## src/rtl/rf_wb_arbiter_if.sv

```systemverilog
// rf_wb_arbiter_if: write-back request bus and registered register-file write port
interface rf_wb_arbiter_if #(
    parameter int NREQ = 4,
    parameter int XLEN = 32
);
    logic [NREQ-1:0]      req_valid;
    logic [NREQ-1:0]      req_ready;
    logic [5*NREQ-1:0]    req_rd;
    logic [XLEN*NREQ-1:0] req_data;
    logic                 wr_en;
    logic [4:0]           wr_addr;
    logic [XLEN-1:0]      wr_data;
    modport master (
        output req_valid, req_rd, req_data,
        input  req_ready, wr_en, wr_addr, wr_data
    );
    modport slave (
        input  req_valid, req_rd, req_data,
        output req_ready, wr_en, wr_addr, wr_data
    );
endinterface

```

## src/rtl/rf_wb_arbiter.sv

```systemverilog
// rf_wb_arbiter: shares the register-file write port among write-back sources and tracks outstanding destination writes
module rf_wb_arbiter #(
    parameter int NREQ      = 4,
    parameter int XLEN      = 32,
    parameter int PRIO_MODE = 0
) (
    input  logic                clk,
    input  logic                reset_n,
    rf_wb_arbiter_if.slave      wb,
    input  logic                issue_valid,
    input  logic [4:0]          issue_rd,
    input  logic [4:0]          rs1_num,
    input  logic [4:0]          rs2_num,
    output logic                rs1_busy,
    output logic                rs2_busy,
    output logic [31:0]         pending
);
    localparam int PW = NREQ > 1 ? $clog2(NREQ) : 1;
    logic [PW-1:0]   rr_ptr_q, rr_ptr_d, gnt_idx;
    logic            gnt_any;
    logic [4:0]      gnt_rd;
    logic            wr_en_q, wr_en_d;
    logic [4:0]      wr_addr_q, wr_addr_d;
    logic [XLEN-1:0] wr_data_q, wr_data_d;
    logic [31:0]     pending_q, pending_d;
    int              base;

    // Scan downwards so the requester closest to the search base is assigned last and wins
    always_comb begin
        base    = PRIO_MODE != 0 ? 0 : int'(rr_ptr_q);
        gnt_any = 1'b0;
        gnt_idx = '0;
        for (int k = NREQ - 1; k >= 0; k--)
            if (wb.req_valid[(base + k) % NREQ]) begin
                gnt_any = 1'b1;
                gnt_idx = PW'((base + k) % NREQ);
            end
        gnt_rd    = wb.req_rd[5*gnt_idx +: 5];
        rr_ptr_d  = (PRIO_MODE == 0 && gnt_any) ? PW'((int'(gnt_idx) + 1) % NREQ) : rr_ptr_q;
        wr_en_d   = gnt_any && gnt_rd != 5'd0;
        wr_addr_d = gnt_any ? gnt_rd : wr_addr_q;
        wr_data_d = gnt_any ? wb.req_data[XLEN*gnt_idx +: XLEN] : wr_data_q;
        // A fresh reservation overrides the retiring write to the same register
        pending_d = (pending_q & ~((wr_en_q ? 32'd1 : 32'd0) << wr_addr_q))
                  | ((issue_valid ? 32'd1 : 32'd0) << issue_rd);
        pending_d[0] = 1'b0;
    end

    always_ff @(posedge clk or negedge reset_n) begin
        if (!reset_n) begin
            rr_ptr_q  <= '0;
            wr_en_q   <= 1'b0;
            wr_addr_q <= '0;
            wr_data_q <= '0;
            pending_q <= '0;
        end else begin
            rr_ptr_q  <= rr_ptr_d;
            wr_en_q   <= wr_en_d;
            wr_addr_q <= wr_addr_d;
            wr_data_q <= wr_data_d;
            pending_q <= pending_d;
        end
    end

    assign wb.req_ready = NREQ'(gnt_any) << gnt_idx;
    assign wb.wr_en     = wr_en_q;
    assign wb.wr_addr   = wr_addr_q;
    assign wb.wr_data   = wr_data_q;
    assign pending      = pending_q;
    assign rs1_busy     = pending_q[rs1_num];
    assign rs2_busy     = pending_q[rs2_num];
endmodule

```

## src/flat_wrapper.sv

```systemverilog
// flat-port wrapper written by rule: the top's interface ports become plain ports
module rf_wb_arbiter_flat 
#(
    parameter int NREQ      = 4,
    parameter int XLEN      = 32,
    parameter int PRIO_MODE = 0
)
  (clk, reset_n, issue_valid, issue_rd, rs1_num, rs2_num, rs1_busy, rs2_busy, pending, wb_req_valid, wb_req_rd, wb_req_data, wb_req_ready, wb_wr_en, wb_wr_addr, wb_wr_data);
  rf_wb_arbiter_if #(.NREQ(NREQ), .XLEN(XLEN)) wb_i ();
  input  logic clk;
  input  logic reset_n;
  input  logic issue_valid;
  input  logic [4:0] issue_rd;
  input  logic [4:0] rs1_num;
  input  logic [4:0] rs2_num;
  output logic rs1_busy;
  output logic rs2_busy;
  output logic [31:0] pending;
  input wire logic [$bits(wb_i.req_valid)-1:0] wb_req_valid;
  input wire logic [$bits(wb_i.req_rd)-1:0] wb_req_rd;
  input wire logic [$bits(wb_i.req_data)-1:0] wb_req_data;
  output wire logic [$bits(wb_i.req_ready)-1:0] wb_req_ready;
  output wire logic [$bits(wb_i.wr_en)-1:0] wb_wr_en;
  output wire logic [$bits(wb_i.wr_addr)-1:0] wb_wr_addr;
  output wire logic [$bits(wb_i.wr_data)-1:0] wb_wr_data;
  assign wb_i.req_valid = wb_req_valid;
  assign wb_i.req_rd = wb_req_rd;
  assign wb_i.req_data = wb_req_data;
  assign wb_req_ready = wb_i.req_ready;
  assign wb_wr_en = wb_i.wr_en;
  assign wb_wr_addr = wb_i.wr_addr;
  assign wb_wr_data = wb_i.wr_data;
  rf_wb_arbiter #(.NREQ(NREQ), .XLEN(XLEN), .PRIO_MODE(PRIO_MODE)) u_core (.clk(clk), .reset_n(reset_n), .wb(wb_i), .issue_valid(issue_valid), .issue_rd(issue_rd), .rs1_num(rs1_num), .rs2_num(rs2_num), .rs1_busy(rs1_busy), .rs2_busy(rs2_busy), .pending(pending));
endmodule
```

## config.mk

```make
export PLATFORM = sky130hd
export DESIGN_NAME = rf_wb_arbiter_flat
export DESIGN_NICKNAME = d
export VERILOG_FILES = /design/src/rtl/rf_wb_arbiter_if.sv /design/src/rtl/rf_wb_arbiter.sv /design/src/flat_wrapper.sv
export SDC_FILE = /design/constraint.sdc
export NUM_CORES = 1
export LEC_CHECK = 0
export BUFFER_PORTS_ARGS = -buffer_cell sky130_fd_sc_hd__buf_4
export CORE_MARGIN = 2
export CORE_UTILIZATION = 46
export DETAILED_ROUTE_END_ITERATION = 10
export GPL_ROUTABILITY_DRIVEN = 0
export PLACE_DENSITY_LB_ADDON = 0.05
export SLEW_MARGIN = 20
export SYNTH_ARGS = -nofsm -noshare
export SYNTH_HDL_FRONTEND = slang
export SYNTH_SLANG_ARGS = --single-unit
```

## constraint.sdc

```tcl
create_clock -name clk -period 2.7 [get_ports clk]
set_clock_uncertainty 0.15 [all_clocks]
set_input_delay 0.135 -clock clk [delete_from_list [all_inputs] [get_ports clk]]
set_output_delay 0.135 -clock clk [all_outputs]
set_load 0.02 [all_outputs]
```

==> flow_metrics.py, run 1 <==
metrics = {
    "floorplan": {
        "fp.dieH_um": 104,
        "core_um2": 9730,
        "die_w_um": 104,
        "rows": 36,
        "die_area_um2": 10800,
        "start_util_pct": 47.1,
        "ios": 246,
    },
    "clock_tree": {
        "numClockSinks": 71,
        "cts_buffer_depth": 2,
        "clock_latency_ns": 0.34,
        "post-cts-setup-buffer-count": 0,
        "clk_pin_slew_ns": 0.08,
        "cts_tree": "yes",
        "htree_levels": 3,
        "clockRootBuffer": "clkbuf_8",
        "cts_made_buffers": 9,
    },
    "critical_path": {
        "ff2ff_path_depth": 7,
        "worstSetupPathType": "register to output port",
        "path_cells": "nor2b_1 > o21a_1 > a311oi_4 > buf_12 > and2_1 > buf_4",
        "crit_required_ns": 2.41,
        "startpoint": "u_core.rr_ptr_q[1]",
        "rrSetupSlack_ns": 0.28,
        "crit_buf_inv": 2,
        "cpLargestDelayFamily": "compound AO/OA/AOI/OAI gates",
        "crit_path_max_incr_delay_ns": 0.45,
        "start_kind": "register",
        "path_depth": 6,
        "r2r-start": "u_core.rr_ptr_q[1]",
        "r2r-end": "u_core.wb.wr_en",
        "crit_path_top_delay_cell": "dfrtp_1",
        "crit_arrival_ns": 2.23,
        "crit_end": "wb_req_ready[1]",
        "path_max_fanout": 39,
        "endpoint_kind": "output port",
    },
    "drt": {
        "drt_iter0_drc": 145,
        "vias": 4388,
        "vias_per_cell": 5.42,
        "drtAntennaViolNets": 0,
        "drcViolationCount": 0,
        "drt_wl_total_mm": 13.4,
        "routedWlPerCell_um": 16.5,
        "firstDrtPassIters": 4,
    },
    "placed_design": {
        "io_buffers": 244,
        "placed_cell_area_um2": 6490,
        "dp_cells": 791,
        "pre_cts_ws_ns": 0.284,
        "dpl.hpwl_mm": 10.4,
    },
    "sta": {
        "slew_headroom_pct": 40.1,
        "fmax_ghz": 0.398,
        "tns_ns": 0,
        "setup_viol": 0,
        "final.period_utilization_pct": 93.0,
        "rsz0062_at_grt": "no",
        "drv_slew": 0,
        "fin_ws_ns": 0.188,
        "timing.final.hold_violations": 0,
        "fin_crit_ns": 2.51,
        "worst_pin_slew_ns": 0.898,
        "whs_ns": 0.0223,
    },
    "job": {
        "cap_violations": 0,
    },
    "worst_hold_path": {
        "hold_start": "issue_rd[3]",
        "hp-class": "primary input to register",
    },
    "global_route": {
        "grt_usage_pct": 25.0,
        "grt_pass1_vias": 4552,
        "antenna_found_initial": 0,
        "grt_max_degree": 72,
        "overflow": 0,
        "grt_pass1_wl_mm": 22.0,
    },
    "final_layout": {
        "nets": 842,
        "layout_commonest_cell": "buf_4",
        "fillers": 768,
        "most-common-layout-cells": "248 x buf_4, 98 x o21ai_0, 77 x mux2i_1, 71 x dfrtp_1, 50 x nand2_1",
        "final_util_pct": 69.3,
        "antennaDiodeCount": 0,
        "synthToLayoutAreaGrowth_pct": 47.1,
        "postLayoutCellArea_um2": 6740,
        "drive_gt1_share_pct": 48.4,
        "final_cell_count_no_fill": 810,
    },
    "status": {
        "status": "finished clean",
    },
    "yosys": {
        "syn_nets": 604,
        "synth-warning-count": 0,
        "synth_area_per_cell_um2": 10.6,
        "yosysUniqueCellTypes": 28,
        "ys_seq_area_share_pct": 38.8,
        "syn_area_um2": 4580,
        "syn_inst": 434,
        "ys_seq_elements": 71,
    },
    "pwr": {
        "peakVddDrop_mv": 0.486,
        "p_total_mw": 6.57,
        "powerDensity_nw_per_um2": 975,
        "p_leak_nw": 3.15,
    },
}
==> worst min-delay path by stage <==
stage                                  endpoint  slack (ns)  cells past startpoint
after floorplan              u_core.pending[10]       -0.31                      0
after global placement    u_core.wb.wr_data[28]        0.17                      1
after detailed placement     u_core.pending[18]        0.17                      1
after CTS                     u_core.pending[1]       0.006                      4
after global routing         u_core.pending[15]        0.04                      3
final                         u_core.pending[1]        0.02                      4
==> cell usage after synthesis, drive strengths merged <==
cell | count | area share (%)
a311oi | 1 | 0.19
nand4 | 2 | 0.27
nor2b | 8 | 1.1
or2 | 2 | 0.27
nand2 | 50 | 4.1
a211o | 1 | 0.19
inv | 2 | 0.16
o21a | 1 | 0.16
nor2 | 8 | 0.66
mux2i | 77 | 17
a41oi | 1 | 0.36
and2 | 1 | 0.14
buf | 13 | 3.1
mux2 | 41 | 10
conb | 1 | 0.082
mux4 | 18 | 8.8
a21oi | 3 | 0.33
nand2b | 5 | 0.68
nor3 | 2 | 0.22
nand3 | 10 | 1.1
nor4 | 1 | 0.14
o21ai | 102 | 11
clkbuf | 13 | 1.1
dfrtp | 71 | 39
==> power breakdown <==
group / internal, mW / switching, mW
Sequential: 1.55 / 0.460
Clock: 0.546 / 0.408
Combinational: 1.79 / 1.82
==> sequential cells by signal, indices dropped and copies added, names as in the netlist <==
register / flops
u_core.rr_ptr_q: 2
u_core.pending: 31
u_core.wb.wr_data: 32
u_core.wb.wr_addr: 5
u_core.wb.wr_en: 1
==> worst reg2reg max path, stage by stage (launching register included) <==
cell	delay, ns
dfrtp_1	0.45
nor2b_1	0.19
o21a_1	0.21
a311oi_4	0.38
buf_12	0.33
mux2i_1	0.13
mux2_2	0.30
a41oi_2	0.20
==> metal layers <==
layer | GRT usage (%) | part of all wire (%)
met5 | 0 | 0
met4 | 8.69 | 2.1
met3 | 7.05 | 8.6
met2 | 43.6 | 51
met1 | 29.6 | 38
==> area by class of cell <==
| cell class | instances | area (µm²) | share of cell area (%) |
|---|---|---|---|
| inverter | 2 | 7.51 | 0.111 |
| clock inverter | 5 | 81.3 | 1.21 |
| multi-input combinational | 335 | 2630 | 39.1 |
| tap | 133 | 166 | 2.47 |
| clock buffer | 11 | 141 | 2.10 |
| timing repair buffer | 253 | 1930 | 28.7 |
| sequential | 71 | 1780 | 26.4 |
==> kinds of logic (layout without fill, tap and decap cells) <==
kind of cell / count (synthesis) / count (layout) / share of synthesized area, %
AOI/OAI and AO/OA: 109 / 109 / 12.4
buffers and inverters: 28 / 271 / 4.37
DFF: 71 / 71 / 38.8
muxes: 136 / 136 / 35.7
other: 1 / 1 / 0.0818
and+or+nand+nor: 89 / 89 / 8.66
==> what timing repair did <==
item                                   CTS  global route
hold buffers                             3             0
gates resized for setup                  0             0
endpoints found under the hold margin   74             0
Note: power is estimated with default switching activity, not from simulation.
==> inputs of run 2 (changes only) <==
clock period = 2.39 ns   (was 2.7 ns; I/O delays follow)
==> run 2 against run 1 <==
Net effect: the run now ends with negative setup slack left; setup slack worse by 0.21 ns; sequential cell count unchanged; sequential share of layout area decreased by 0.61 points; register-to-register slack worse by 0.19 ns; final cell count increased by 1.9%; sequential power up 13%; critical path type unchanged; largest cell class unchanged; largest power group unchanged; highest routed layer unchanged.
==> flow_metrics.py, run 2 (same netlist as run 1, synthesis figures left out) <==
metrics = {
    "sta": {
        "worst_pin_slew_ns": 0.908,
        "whs_ns": 0.0827,
        "final.period_utilization_pct": 101,
        "setup_viol": 2,
        "drv_slew": 0,
        "fin_crit_ns": 2.41,
        "rsz0062_at_grt": "yes",
        "timing.final.hold_violations": 0,
        "slew_headroom_pct": 39.4,
        "fmax_ghz": 0.415,
        "fin_ws_ns": -0.0215,
    },
    "floorplan": {
        "fp.dieH_um": 104,
        "die_area_um2": 10800,
        "rows": 36,
        "die_w_um": 104,
        "core_um2": 9730,
        "start_util_pct": 47.1,
        "ios": 246,
    },
    "final_layout": {
        "final_cell_count_no_fill": 825,
        "antennaDiodeCount": 0,
        "synthToLayoutAreaGrowth_pct": 50.5,
        "most-common-layout-cells": "253 x buf_4, 98 x o21ai_0, 77 x mux2i_1, 71 x dfrtp_1, 50 x nand2_1",
        "drive_gt1_share_pct": 49.4,
        "largest_reg_flops": 32,
        "layout_commonest_cell": "buf_4",
        "nets": 857,
        "final_util_pct": 70.9,
    },
    "job": {
        "cap_violations": 0,
    },
    "clock_tree": {
        "clock_latency_ns": 0.34,
        "cts_buffer_depth": 2,
        "cts_made_buffers": 9,
        "clockRootBuffer": "clkbuf_8",
        "clk_pin_slew_ns": 0.08,
        "numClockSinks": 71,
        "htree_levels": 3,
        "cts_tree": "yes",
    },
    "critical_path": {
        "crit_arrival_ns": 2.14,
        "path_max_fanout": 4,
        "start_kind": "register",
        "crit_required_ns": 2.12,
        "endpoint_kind": "output port",
        "worstSetupPathType": "register to output port",
    },
    "global_route": {
        "overflow": 0,
        "grt_usage_pct": 25.9,
        "grt_max_degree": 72,
        "grt_pass1_wl_mm": 22.4,
        "antenna_found_initial": 0,
        "grt_pass1_vias": 4483,
    },
    "worst_hold_path": {
        "hp-class": "primary input to register",
    },
    "pwr": {
        "peakVddDrop_mv": 0.534,
        "powerDensity_nw_per_um2": 1090,
        "p_total_mw": 7.49,
        "p_leak_nw": 3.24,
    },
    "status": {
        "status": "complete, but fails checks",
        "violations": "negative setup slack",
    },
    "drt": {
        "drt_iter0_drc": 198,
        "vias": 4452,
        "routedWlPerCell_um": 17.1,
        "firstDrtPassIters": 5,
        "drtAntennaViolNets": 0,
        "vias_per_cell": 5.40,
        "drt_wl_total_mm": 14.1,
        "drcViolationCount": 0,
    },
    "placed_design": {
        "dp_cells": 792,
        "io_buffers": 244,
        "dpl.hpwl_mm": 10.5,
        "pre_cts_ws_ns": 0.0739,
    },
}
-- run 2: changes by cell type in the layout (fill, tap and decap cells not counted), moves of 2 or more --
cell / delta
buf_4: +5
buf_6: +4
dlygate4sd3_1: +3
bufinv_16: -2
clkbuf_1: +2
clkbuf_16: +2
clkinv_2: +2
mux2_2: -2
mux2_4: +2
-- run 2: critical path, stage by stage, from the launching register on --
cell,delay [ns]
dfrtp_1,0.42
mux4_2,0.49
mux4_2,0.48
mux2_4,0.28
buf_6,0.13
-- run 2: cell type report --
type | count | area (µm²)
timing repair buffer | 268 | 2130
multi-input combinational | 335 | 2660
clock buffer | 12 | 135
fill | 764 | 2830
sequential | 71 | 1780
tap | 133 | 166
inverter | 2 | 7.51
clock inverter | 4 | 22.5
-- run 2: report_power, final --
| group | leakage [nW] | total (mW) | switching, mW | internal [mW] |
|---|---|---|---|---|
| registers | 0.832 | 2.27 | 0.518 | 1.75 |
| clock network | 0.0801 | 0.809 | 0.437 | 0.373 |
| logic | 2.33 | 4.41 | 2.14 | 2.27 |
| total | 3.24 | 7.49 | 3.10 | 4.39 |
-- run 2: path summary, 6_finish.rpt --
kind / depth (start not counted) / slack (ns) / endpoint / from
max: 4 / -0.02 / rs2_busy / u_core.pending[11]
min: 4 / 0.08 / u_core.wb.wr_data[2] / wb_req_data[66]
max reg2reg: 9 / 0.09 / u_core.wb.wr_data[12] / u_core.rr_ptr_q[1]
min reg2reg: 2 / 0.33 / u_core.wb.wr_data[22] / u_core.wb.wr_data[22]
max in group asynchronous: 2 / 1.19 / u_core.wb.wr_data[13] / reset_n
min in group asynchronous: 2 / 0.30 / u_core.pending[16] / reset_n
-- run 2: metal layers --
| metal | part of all wire, % | up-vias | GRT usage, % |
|---|---|---|---|
| li1 | - | 2101 | - |
| met1 | 37 | 2093 | 30.4 |
| met2 | 52 | 228 | 45.3 |
| met3 | 8.2 | 30 | 6.10 |
| met4 | 2.5 | 0 | 10.6 |
| met5 | 0 | - | 0 |
-- run 2: what timing repair did --
action                     4_1_cts  5_1_grt
hold buffers                     6        0
gates resized for setup          5        6
cloned                           1        2
pin swaps                        1        2
buffers inserted                 3        5
hold endpoints to repair        80        0
setup endpoints to repair        6       33
-- run 2: through the flow --
step | instance area (µm²) | TNS (ns)
finish | 6900 | -0.0399
global route | 6900 | -0.290
CTS | 6780 | -0.0669
detailed placement | 6490 | 0
global placement | 6490 | 0
floorplan | 4580 | 0
